==> src/rtl/cache_miss_sequencer.sv <==
// rtl/cache_miss_sequencer.sv - miss sequencer driving the pseudo-LRU port, victim lookup, writeback and fill
// Hit-side MRU updates share the LRU port with the miss sequence, one per cycle.
module cache_miss_sequencer #(
  parameter int SET_INDEX_WIDTH = 5,
  parameter int TAG_WIDTH       = 21
) (
  input  logic                       clk,
  input  logic                       reset_n,
  input  logic                       miss_valid,
  output logic                       miss_ready,
  input  logic [SET_INDEX_WIDTH-1:0] miss_set,
  input  logic [TAG_WIDTH-1:0]       miss_tag,
  output logic                       miss_done,
  output logic [1:0]                 miss_way,
  input  logic                       hit_valid,
  output logic                       hit_ready,
  input  logic [SET_INDEX_WIDTH-1:0] hit_set,
  input  logic [1:0]                 hit_way,
  output logic                       lru_access,
  output logic [SET_INDEX_WIDTH-1:0] lru_set,
  output logic                       lru_update_mru,
  output logic [1:0]                 lru_new_mru_way,
  input  logic [1:0]                 lru_way,
  output logic [SET_INDEX_WIDTH-1:0] tag_rd_set,
  output logic [1:0]                 tag_rd_way,
  input  logic                       victim_valid,
  input  logic                       victim_dirty,
  input  logic [TAG_WIDTH-1:0]       victim_tag,
  output logic                       wb_valid,
  input  logic                       wb_ready,
  output logic [SET_INDEX_WIDTH-1:0] wb_set,
  output logic [1:0]                 wb_way,
  output logic [TAG_WIDTH-1:0]       wb_tag,
  output logic                       fill_valid,
  input  logic                       fill_ready,
  output logic [SET_INDEX_WIDTH-1:0] fill_set,
  output logic [1:0]                 fill_way,
  output logic [TAG_WIDTH-1:0]       fill_tag,
  input  logic                       fill_done
);

  localparam logic [3:0] IDLE      = 4'd0;
  localparam logic [3:0] LRU_RD    = 4'd1;
  localparam logic [3:0] TAG_RD    = 4'd2;
  localparam logic [3:0] CHECK     = 4'd3;
  localparam logic [3:0] WB        = 4'd4;
  localparam logic [3:0] FILL      = 4'd5;
  localparam logic [3:0] FILL_WAIT = 4'd6;
  localparam logic [3:0] MRU_SET   = 4'd7;
  localparam logic [3:0] MRU_UPD   = 4'd8;

  logic [3:0]                 state;
  logic [3:0]                 state_nxt;
  logic [SET_INDEX_WIDTH-1:0] m_set;
  logic [TAG_WIDTH-1:0]       m_tag;
  logic [TAG_WIDTH-1:0]       v_tag;
  logic [1:0]                 v_way;
  logic [1:0]                 hit_way_q;
  logic                       hit_pend;
  logic                       hit_window;
  logic                       hit_acc;
  logic                       miss_acc;
  logic                       miss_owns;

  // Blocking hits in the fill_done cycle keeps MRU_SET from reading bits an update is still writing.
  assign hit_window = (state == IDLE) || (state == CHECK) || (state == WB) ||
                      (state == FILL) || (state == FILL_WAIT);
  assign hit_ready  = hit_window && !fill_done;
  assign hit_acc    = hit_valid && hit_ready;

  assign miss_ready = (state == IDLE) && !hit_valid && !hit_pend;
  assign miss_acc   = miss_valid && miss_ready;

  assign miss_owns       = (state == LRU_RD) || (state == MRU_SET);
  assign lru_access      = miss_owns || hit_acc;
  assign lru_set         = miss_owns ? m_set : hit_set;
  assign lru_update_mru  = (state == MRU_UPD) || hit_pend;
  assign lru_new_mru_way = (state == MRU_UPD) ? v_way : hit_way_q;

  // The victim way is only latched at the end of TAG_RD, so the lookup uses lru_way directly.
  assign tag_rd_set = m_set;
  assign tag_rd_way = (state == TAG_RD) ? lru_way : v_way;

  assign wb_valid   = (state == WB);
  assign wb_set     = m_set;
  assign wb_way     = v_way;
  assign wb_tag     = v_tag;

  assign fill_valid = (state == FILL);
  assign fill_set   = m_set;
  assign fill_way   = v_way;
  assign fill_tag   = m_tag;

  assign miss_done  = (state == MRU_UPD);
  assign miss_way   = v_way;

  always_comb begin
    state_nxt = state;
    case (state)
      IDLE:      if (miss_acc) state_nxt = LRU_RD;
      LRU_RD:    state_nxt = TAG_RD;
      TAG_RD:    state_nxt = CHECK;
      CHECK:     state_nxt = (victim_valid && victim_dirty) ? WB : FILL;
      WB:        if (wb_ready) state_nxt = FILL;
      FILL:      if (fill_ready) state_nxt = FILL_WAIT;
      FILL_WAIT: if (fill_done) state_nxt = MRU_SET;
      MRU_SET:   state_nxt = MRU_UPD;
      MRU_UPD:   state_nxt = IDLE;
      default:   state_nxt = IDLE;
    endcase
  end

  always_ff @(posedge clk or negedge reset_n) begin
    if (!reset_n) begin
      state     <= IDLE;
      m_set     <= '0;
      m_tag     <= '0;
      v_tag     <= '0;
      v_way     <= '0;
      hit_way_q <= '0;
      hit_pend  <= 1'b0;
    end else begin
      state    <= state_nxt;
      hit_pend <= hit_acc;
      if (hit_acc) hit_way_q <= hit_way;
      if (miss_acc) begin
        m_set <= miss_set;
        m_tag <= miss_tag;
      end
      if (state == TAG_RD) v_way <= lru_way;
      if ((state == CHECK) && victim_valid && victim_dirty) v_tag <= victim_tag;
    end
  end

endmodule

==> config.mk <==
export PLATFORM = sky130hd
export DESIGN_NAME = cache_miss_sequencer
export DESIGN_NICKNAME = d
export VERILOG_FILES = /design/src/rtl/cache_miss_sequencer.sv
export SDC_FILE = /design/constraint.sdc
export NUM_CORES = 1
export LEC_CHECK = 0
export ABC_AREA = 1
export CAP_MARGIN = 20
export CORE_AREA = 2 2 89 91
export CTS_CLUSTER_SIZE = 24
export DETAILED_ROUTE_END_ITERATION = 12
export DIE_AREA = 0 0 91 93
export PLACE_DENSITY = 0.76
export SETUP_SLACK_MARGIN = 0.4
export SLEW_MARGIN = 20
export SYNTH_ARGS = -nofsm -noshare
export SYNTH_HDL_FRONTEND = slang
export SYNTH_SLANG_ARGS = --single-unit
==> constraint.sdc <==
create_clock -name clk -period 1.6 [get_ports clk]
set_input_delay 0.24 -clock clk [delete_from_list [all_inputs] [get_ports clk]]
set_output_delay 0.24 -clock clk [all_outputs]
set_load 0.05 [all_outputs]
After elaboration in Yosys (flattened, before gate mapping)
Cells that the tools add are included.

word-level totals
  output and inout bits = 79
  bits of input ports = 65
  logic and storage cells = 48
  register bits after elaboration = 56

operators by class
  mux-type cells = 9
  equal/unequal tests = 12
  reduce and logical (&&, ||, !) cells = 20

operators by type and width
  cell                                                    number
  one-hot mux 4 bit (8 select lines)                      1
  equality test 4 x 3 -> 1 bit (second input constant)    4
  2-to-1 mux 4 bit                                        4
  equality test 4 x 2 -> 1 bit (second input constant)    2
  logical AND 1 bit                                       8
  logical OR 1 bit                                        7
  2-to-1 mux 5 bit                                        1
  equality test 4 x 1 -> 1 bit (second input constant)    1
  equality test 4 bit (second input constant)             1
  logical NOT 4 bit                                       1
  2-to-1 mux 2 bit                                        2
  inequality test 2 x 1 -> 1 bit (second input constant)  2
  inequality test 2 bit (second input constant)           2
  AND reduction 4 bit                                     1
  logical NOT 1 bit                                       3
  2-to-1 mux 1 bit                                        1

Logic depth before layout (Yosys ltp)
Gate-level depths: netlist of the first run.

  depth after elaboration = 8
  gate-level depth with buffers = 7
  depth with buffers taken out = 7

Worst setup path after synthesis of the first run
Ideal clock, no wire load.

  path type = register -> output
  start point = register v_way[0] (netlist: fill_way[0])
  end point = output port lru_new_mru_way[0]
  data arrival time = 1.864 ns
  setup slack = -0.504 ns
  path buffers = 0
  stages on the path, launching flop included = 3
  cells stage by stage = dfrtp_1 -> inv_1 -> o21ai_0

between the ends
  word-level cells in the longest chain between the ends = 1

ends and longest elaborated chain
  what                      RTL line  text
  start: declaration        57        logic [1:0] v_way;
  start signal: assignment  130       if (state == TAG_RD) v_way <= lru_way;
  2-to-1 mux 2 bit          78        assign lru_new_mru_way = (state == MRU_UPD) ? v_way : hit_way_q;
  end: declaration          22        output logic [1:0] lru_new_mru_way,

No other way between the ends.

Worst setup path after layout of the first run
  start point = register state[3]
  end point = output port tag_rd_way[1]

between the ends
  word-level cells in the longest chain between the ends = 2

ends and longest elaborated chain
  what                          RTL line  text
  start: declaration            52        logic [3:0] state;
  start signal: assignment      123       state <= state_nxt;
  equality test 4 x 2 -> 1 bit  82        assign tag_rd_way = (state == TAG_RD) ? lru_way : v_way;
  2-to-1 mux 2 bit              --
  end: declaration              25        output logic [1:0] tag_rd_way,

No other way between the ends.

==> impl_metrics.json, run 1 <==
{
  "path_clk_slew_ps": 100,
  "rsz0062_at_grt": "true",
  "die_y_um": 93,
  "synth_compound_area_frac": 0.0494,
  "ant_nets": 0,
  "route.detailed.drc": 0,
  "relSlewSlack": 0.657,
  "power_mw": 12.5,
  "cpPeakStageDelay_ps": 460,
  "path_buf_inv": 1,
  "setup_ws_ps": -199,
  "postSynthCellCount": 306,
  "routed_wl_mm": 7.97,
  "first_global_vias": 2514,
  "drtIter0Drc": 54,
  "hold_viol_final": 0,
  "nNetsFinal": 550,
  "worstPathCellList": "nor2_4, nand2_2, mux2_4, buf_8",
  "fillers": 627,
  "p_clk_frac": 0.073,
  "grt.overflow.total": 0,
  "vdd_drop_max_v": 0.00104,
  "syn_area_um2": 2530,
  "yosys_warnings": 0,
  "power.share.switching": 0.515,
  "antenna_found_initial": 0,
  "die_w_um": 91,
  "dpl.hpwl_mm": 5.48,
  "synth.distinct_cells": 21,
  "max_freq_ghz": 0.556,
  "htree_levels": 2,
  "slowest_stage": "dfrtp_2",
  "crit_family": "flip-flops",
  "p_seq_frac": 0.213,
  "clock_latency_ps": 300,
  "wl_per_cell_um": 13.6,
  "dpl_cell_area_um2": 4230,
  "root_buffer": "clkbuf_8",
  "drv_slew": 0,
  "fin_crit_ps": 1800,
  "fin_area_um2": 4970,
  "ys_seq_area_frac": 0.553,
  "synth_top_family_by_area": "simple AND/OR/NAND/NOR gates",
  "diodes": 0,
  "synth_seq_cells": 56,
  "numPortBuffers": 143,
  "vias": 2641,
  "gp_congestion": 0.832,
  "grt_pass1_wl_mm": 12.4,
  "io_pins": 144,
  "syn2layout_area_growth_pct": 95.9,
  "hold_path_class": "in -> async",
  "tightest_slew_ps": 515,
  "leakage_nw": 2.49,
  "cp.required_ps": 1360,
  "grt_use_total": 0.183,
  "rows": 32,
  "fin_crit_sh": 1.12,
  "firstDrtPassIters": 4,
  "synth_xor_area_frac": 0,
  "drive_above_1_share": 0.405,
  "cp-end-kind": "output pin",
  "dieArea_um2": 8460,
  "combinationalPowerShare": 0.714,
  "synthSimpleGateAreaFrac": 0.280,
  "cts_tree": "built",
  "setup_violations": 16,
  "fin_skew_ps": 3.06,
  "cts_sinks": 56,
  "internal_power_mw": 6.04,
  "synth_fa_ha_area_frac": 0,
  "cp_data_arrival_time_ps": 1560,
  "clockBufferDepth": 2,
  "p_per_area_nw_per_um2": 2510,
  "initial_core_util": 0.337,
  "core-area_um2": 7530,
  "maxCapViolCount": 0,
  "criticalPathCategory": "reg -> out",
  "start_kind": "flop",
  "synth_area_per_cell_um2": 8.28,
  "path_max_fanout": 5,
  "violations": "setup timing",
  "syn-num-nets": 371,
  "synthMuxAreaShare": 0.00444,
  "outcome": "complete, but fails checks",
  "vias_per_cell": 4.49,
  "numCtsBuffers": 5,
  "netSwitchingPower_mw": 6.42,
  "grt_max_degree": 24
}
-- timing repair --
| action | 4_1_cts | 5_1_grt |
|---|---|---|
| hold endpoints to repair | 17 | 0 |
| setup endpoints to repair | 87 | 113 |
| cloned | 4 | 0 |
| hold buffers | 1 | 0 |
| pin swaps | 13 | 6 |
| setup buffers | 18 | 13 |
| gates resized for setup | 65 | 42 |
-- final timing paths --
kind                               start       endpoint  slack (ps)  cells past startpoint
min reg2reg                  fill_tag[3]    fill_tag[3]         480                      2
max reg2reg                     state[0]    fill_tag[9]          30                      8
min                              reset_n     wb_tag[13]         380                      2
min in group clk           victim_tag[6]      wb_tag[6]         460                      3
max                             state[3]  tag_rd_way[1]        -200                      4
max in group asynchronous        reset_n    fill_set[1]         600                      3
-- cell type report --
class | instances | area (um2) | area share
Clock buffer | 6 | 72.6 | 0.0146
Clock inverter | 2 | 35.0 | 0.00705
Inverter | 35 | 149 | 0.0300
Multi-Input combinational cell | 191 | 1090 | 0.220
Sequential cell | 56 | 1410 | 0.285
Tap cell | 102 | 128 | 0.0257
Timing Repair Buffer | 196 | 2080 | 0.418
-- cells in the final DEF, fill, tap and decap left out --
cell type,instances
nand2_1,90
buf_4,69
clkdlybuf4s50_1,62
dfrtp_1,46
nand3_1,29
inv_1,27
buf_6,25
o21ai_1,21
buf_8,19
buf_12,17
nand2_4,13
dfrtp_2,10
nand2_2,9
clkbuf_8,5
inv_2,4
nor2_4,4
nor3_4,3
nor2_1,3
nand4_1,3
nor2_2,2
clkinvlp_4,2
nand3_2,2
a21oi_1,2
nand3b_1,2
nand2_8,2
inv_4,1
a21oi_4,1
nand3_4,1
o21ai_4,1
inv_8,1
or2_4,1
mux2_4,1
nor3_1,1
clkbuf_1,1
bufinv_16,1
clkinv_2,1
buf_2,1
dlygate4sd3_1,1
dlygate4sd2_1,1
clkbuf_4,1
-- kinds of logic (layout without fill, tap and decap cells) --
logic type | after synthesis | after routing
AND/OR/NAND/NOR | 164 | 165
buffers and inverters | 60 | 239
flip-flops | 56 | 56
AO/OA/AOI/OAI | 25 | 25
multiplexers | 1 | 1
-- Yosys cell counts, drive strengths merged --
library cell,instances,share of area
nor3,4,0.012
mux2,1,0.0044
nand4,3,0.0074
o21ai,22,0.043
a21oi,3,0.0059
nand3b,2,0.0059
nand3,32,0.063
nand2,113,0.17
clkbuf,7,0.010
or2,1,0.0025
buf,18,0.051
nor2,9,0.017
inv,35,0.052
dfrtp,56,0.55
-- through the flow --
step	std cells	setup TNS [ps]	hold WS, ps	setup slack (ps)	utilization
after CTS	575	-2170	434	-171	0.627
after detailed placement	544	0	221	0.601	0.562
after global routing	588	-5490	421	-258	0.660
after global placement	544	0	219	13.1	0.562
final	588	-2290	382	-199	0.660
after floorplan	306	0	-55.6	74.7	-
-- layer usage --
| metal | vias up | GRT usage | part of all wire |
|---|---|---|---|
| met5 | - | 0 | 0 |
| met4 | 0 | 0.0417 | 0.0092 |
| met3 | 6 | 0.0306 | 0.044 |
| met2 | 81 | 0.333 | 0.54 |
| met1 | 1255 | 0.227 | 0.41 |
| li1 | 1299 | - | - |
-- power by group through the flow --
| stage | sequential, mW | combinational, mW | clock [mW] |
|---|---|---|---|
| after detailed placement | 2.62 | 7.60 | 0 |
| final | 2.65 | 8.90 | 0.913 |
| after CTS | 2.65 | 8.29 | 0.942 |
| after floorplan | 4.78 | 3.05 | 0 |
| after global placement | 2.61 | 7.50 | 0 |
| after global routing | 2.74 | 9.32 | 1.00 |
-- state kept, by name, indices dropped and copies added, names as in the netlist --
name       count
fill_way       2
fill_tag      21
state          4
hit_pend       1
fill_set       5
wb_tag        21
hit_way_q      2
No activity file was read; power rests on OpenSTA's default activity.
==> inputs of run 2 (changes only) <==
SKIP_CTS_REPAIR_TIMING = 1   (was not set)
==> run 2 against run 1 <==
  * The flow finishes with violations (hold timing, setup timing)
  * Register-to-register slack worse by 190 ps
  * Critical path depth increased by 1
  * Wire length down 1.3%
  * First-iteration DRC count down 5.6%
  * Critical path type unchanged
  * Highest routed layer unchanged
  * Final cell count decreased by 1.9%
  * Clock power about the same
==> impl_metrics.json, run 2 (synthesized netlist as in run 1, its figures left out) <==
{
  "setup_ws_ps": -244,
  "first_global_vias": 2310,
  "routed_wl_mm": 7.87,
  "cts_sinks": 56,
  "grt_max_degree": 27,
  "die_w_um": 91,
  "final_util": 0.651,
  "numCtsBuffers": 5,
  "drive_above_1_share": 0.440,
  "rows": 32,
  "slowest_stage": "dfrtp_2",
  "gp_congestion": 0.832,
  "hold_viol_final": 17,
  "cp.required_ps": 1360,
  "leakage_nw": 2.44,
  "htree_levels": 2,
  "vias": 2648,
  "die_y_um": 93,
  "violations": "hold timing, setup timing",
  "drv_slew": 0,
  "netSwitchingPower_mw": 6.40,
  "grt_use_total": 0.164,
  "r2r-start": "state[1]",
  "r2r_end": "fill_tag[18]",
  "drtIter0Drc": 51,
  "cpPeakStageDelay_ps": 460,
  "root_buffer": "clkbuf_8",
  "cp_num_cells": 5,
  "cts_tree": "built",
  "layout_common_cells": "73 x nand2_1, 71 x buf_4, 63 x clkdlybuf4s50_1, 48 x dfrtp_1",
  "internal_power_mw": 5.85,
  "p_clk_frac": 0.075,
  "crit_end": "tag_rd_way[1]",
  "clockBufferDepth": 2,
  "tns_ps": -5630,
  "clock_latency_ps": 300,
  "io_pins": 144,
  "hold_ws_ps": -120,
  "grt_pass1_wl_mm": 11.2,
  "vias_per_cell": 4.59,
  "fin_skew_ps": 4.68,
  "path_max_fanout": 4,
  "firstDrtPassIters": 4,
  "relSlewSlack": 0.686,
  "criticalPathCategory": "reg -> out",
  "vdd_drop_max_v": 0.00104,
  "antenna_found_initial": 0,
  "diodes": 0,
  "reg2regPathDepth": 9,
  "cp-end-kind": "output pin",
  "ff2ff_setup_slack_ps": -160,
  "grt.overflow.total": 0,
  "fillers": 620,
  "dieArea_um2": 8460,
  "cp_data_arrival_time_ps": 1600,
  "nNetsFinal": 539,
  "start_kind": "flop",
  "crit_family": "flip-flops",
  "outcome": "complete, but fails checks",
  "p_seq_frac": 0.221,
  "combinationalPowerShare": 0.704,
  "path_clk_slew_ps": 100,
  "tightest_slew_ps": 471,
  "rsz0062_at_grt": "true",
  "fin_crit_sh": 1.15,
  "setup_violations": 42,
  "initial_core_util": 0.337,
  "p_per_area_nw_per_um2": 2500,
  "numPortBuffers": 143,
  "syn2layout_area_growth_pct": 93.4,
  "ant_nets": 0,
  "path_buf_inv": 2,
  "hold_path_class": "in -> async",
  "startpoint": "state[3]",
  "power.share.switching": 0.522,
  "fin_crit_ps": 1840,
  "dpl.hpwl_mm": 5.48,
  "core-area_um2": 7530,
  "worstPathCellList": "nor2_4, buf_4, nand2_2, mux2_4, buf_8",
  "wl_per_cell_um": 13.6,
  "max_freq_ghz": 0.542,
  "final_common_cell": "nand2_1",
  "route.detailed.drc": 0,
  "maxCapViolCount": 0
}
run 2: how the worst min path moves through the flow:
stage	slack (ps)	depth (start not counted)	endpoint
final	-120	1	wb_tag[2]
after global routing	-100	1	wb_tag[1]
after CTS	-120	1	wb_tag[2]
after detailed placement	220	1	wb_tag[2]
after global placement	220	1	wb_tag[2]
after floorplan	-60	0	fill_set[0]
run 2: layer usage:
layer / up-vias / GRT usage / routed length (um)
met5: - / 0 / 0
met4: 0 / 0.0429 / 72
met3: 5 / 0.0330 / 374
met2: 85 / 0.287 / 4270
met1: 1278 / 0.208 / 3150
li1: 1280 / - / -
run 2: final cells by class:
| type | instances | area, um2 | share of cell area |
|---|---|---|---|
| sequential | 56 | 1410 | 0.288 |
| multi-input combinational | 190 | 1140 | 0.232 |
| clock inverter | 2 | 35.0 | 0.00714 |
| timing repair buffer | 186 | 1970 | 0.402 |
| clock buffer | 6 | 72.6 | 0.0148 |
| inverter | 35 | 150 | 0.0306 |
| tap | 102 | 128 | 0.0260 |
run 2: metrics by stage:
step | worst slack (ps) | power (mW) | cell area, um2 | std cells
2_1_floorplan | 74.7 | 7.83 | 2710 | 306
3_3_place_gp | 13.1 | 10.1 | 4230 | 544
3_5_place_dp | 0.601 | 10.2 | 4230 | 544
4_1_cts | -320 | 11.1 | 4330 | 552
5_1_grt | -318 | 12.8 | 4900 | 577
6_report | -244 | 12.2 | 4900 | 577
run 2: power by group through the flow:
stage | Sequential (mW) | Combinational, mW | Clock [mW]
2_1_floorplan | 4.78 | 3.05 | 0
3_3_place_gp | 2.61 | 7.50 | 0
3_5_place_dp | 2.62 | 7.60 | 0
4_1_cts | 2.61 | 7.60 | 0.942
5_1_grt | 2.81 | 9.03 | 1.00
6_report | 2.71 | 8.62 | 0.915
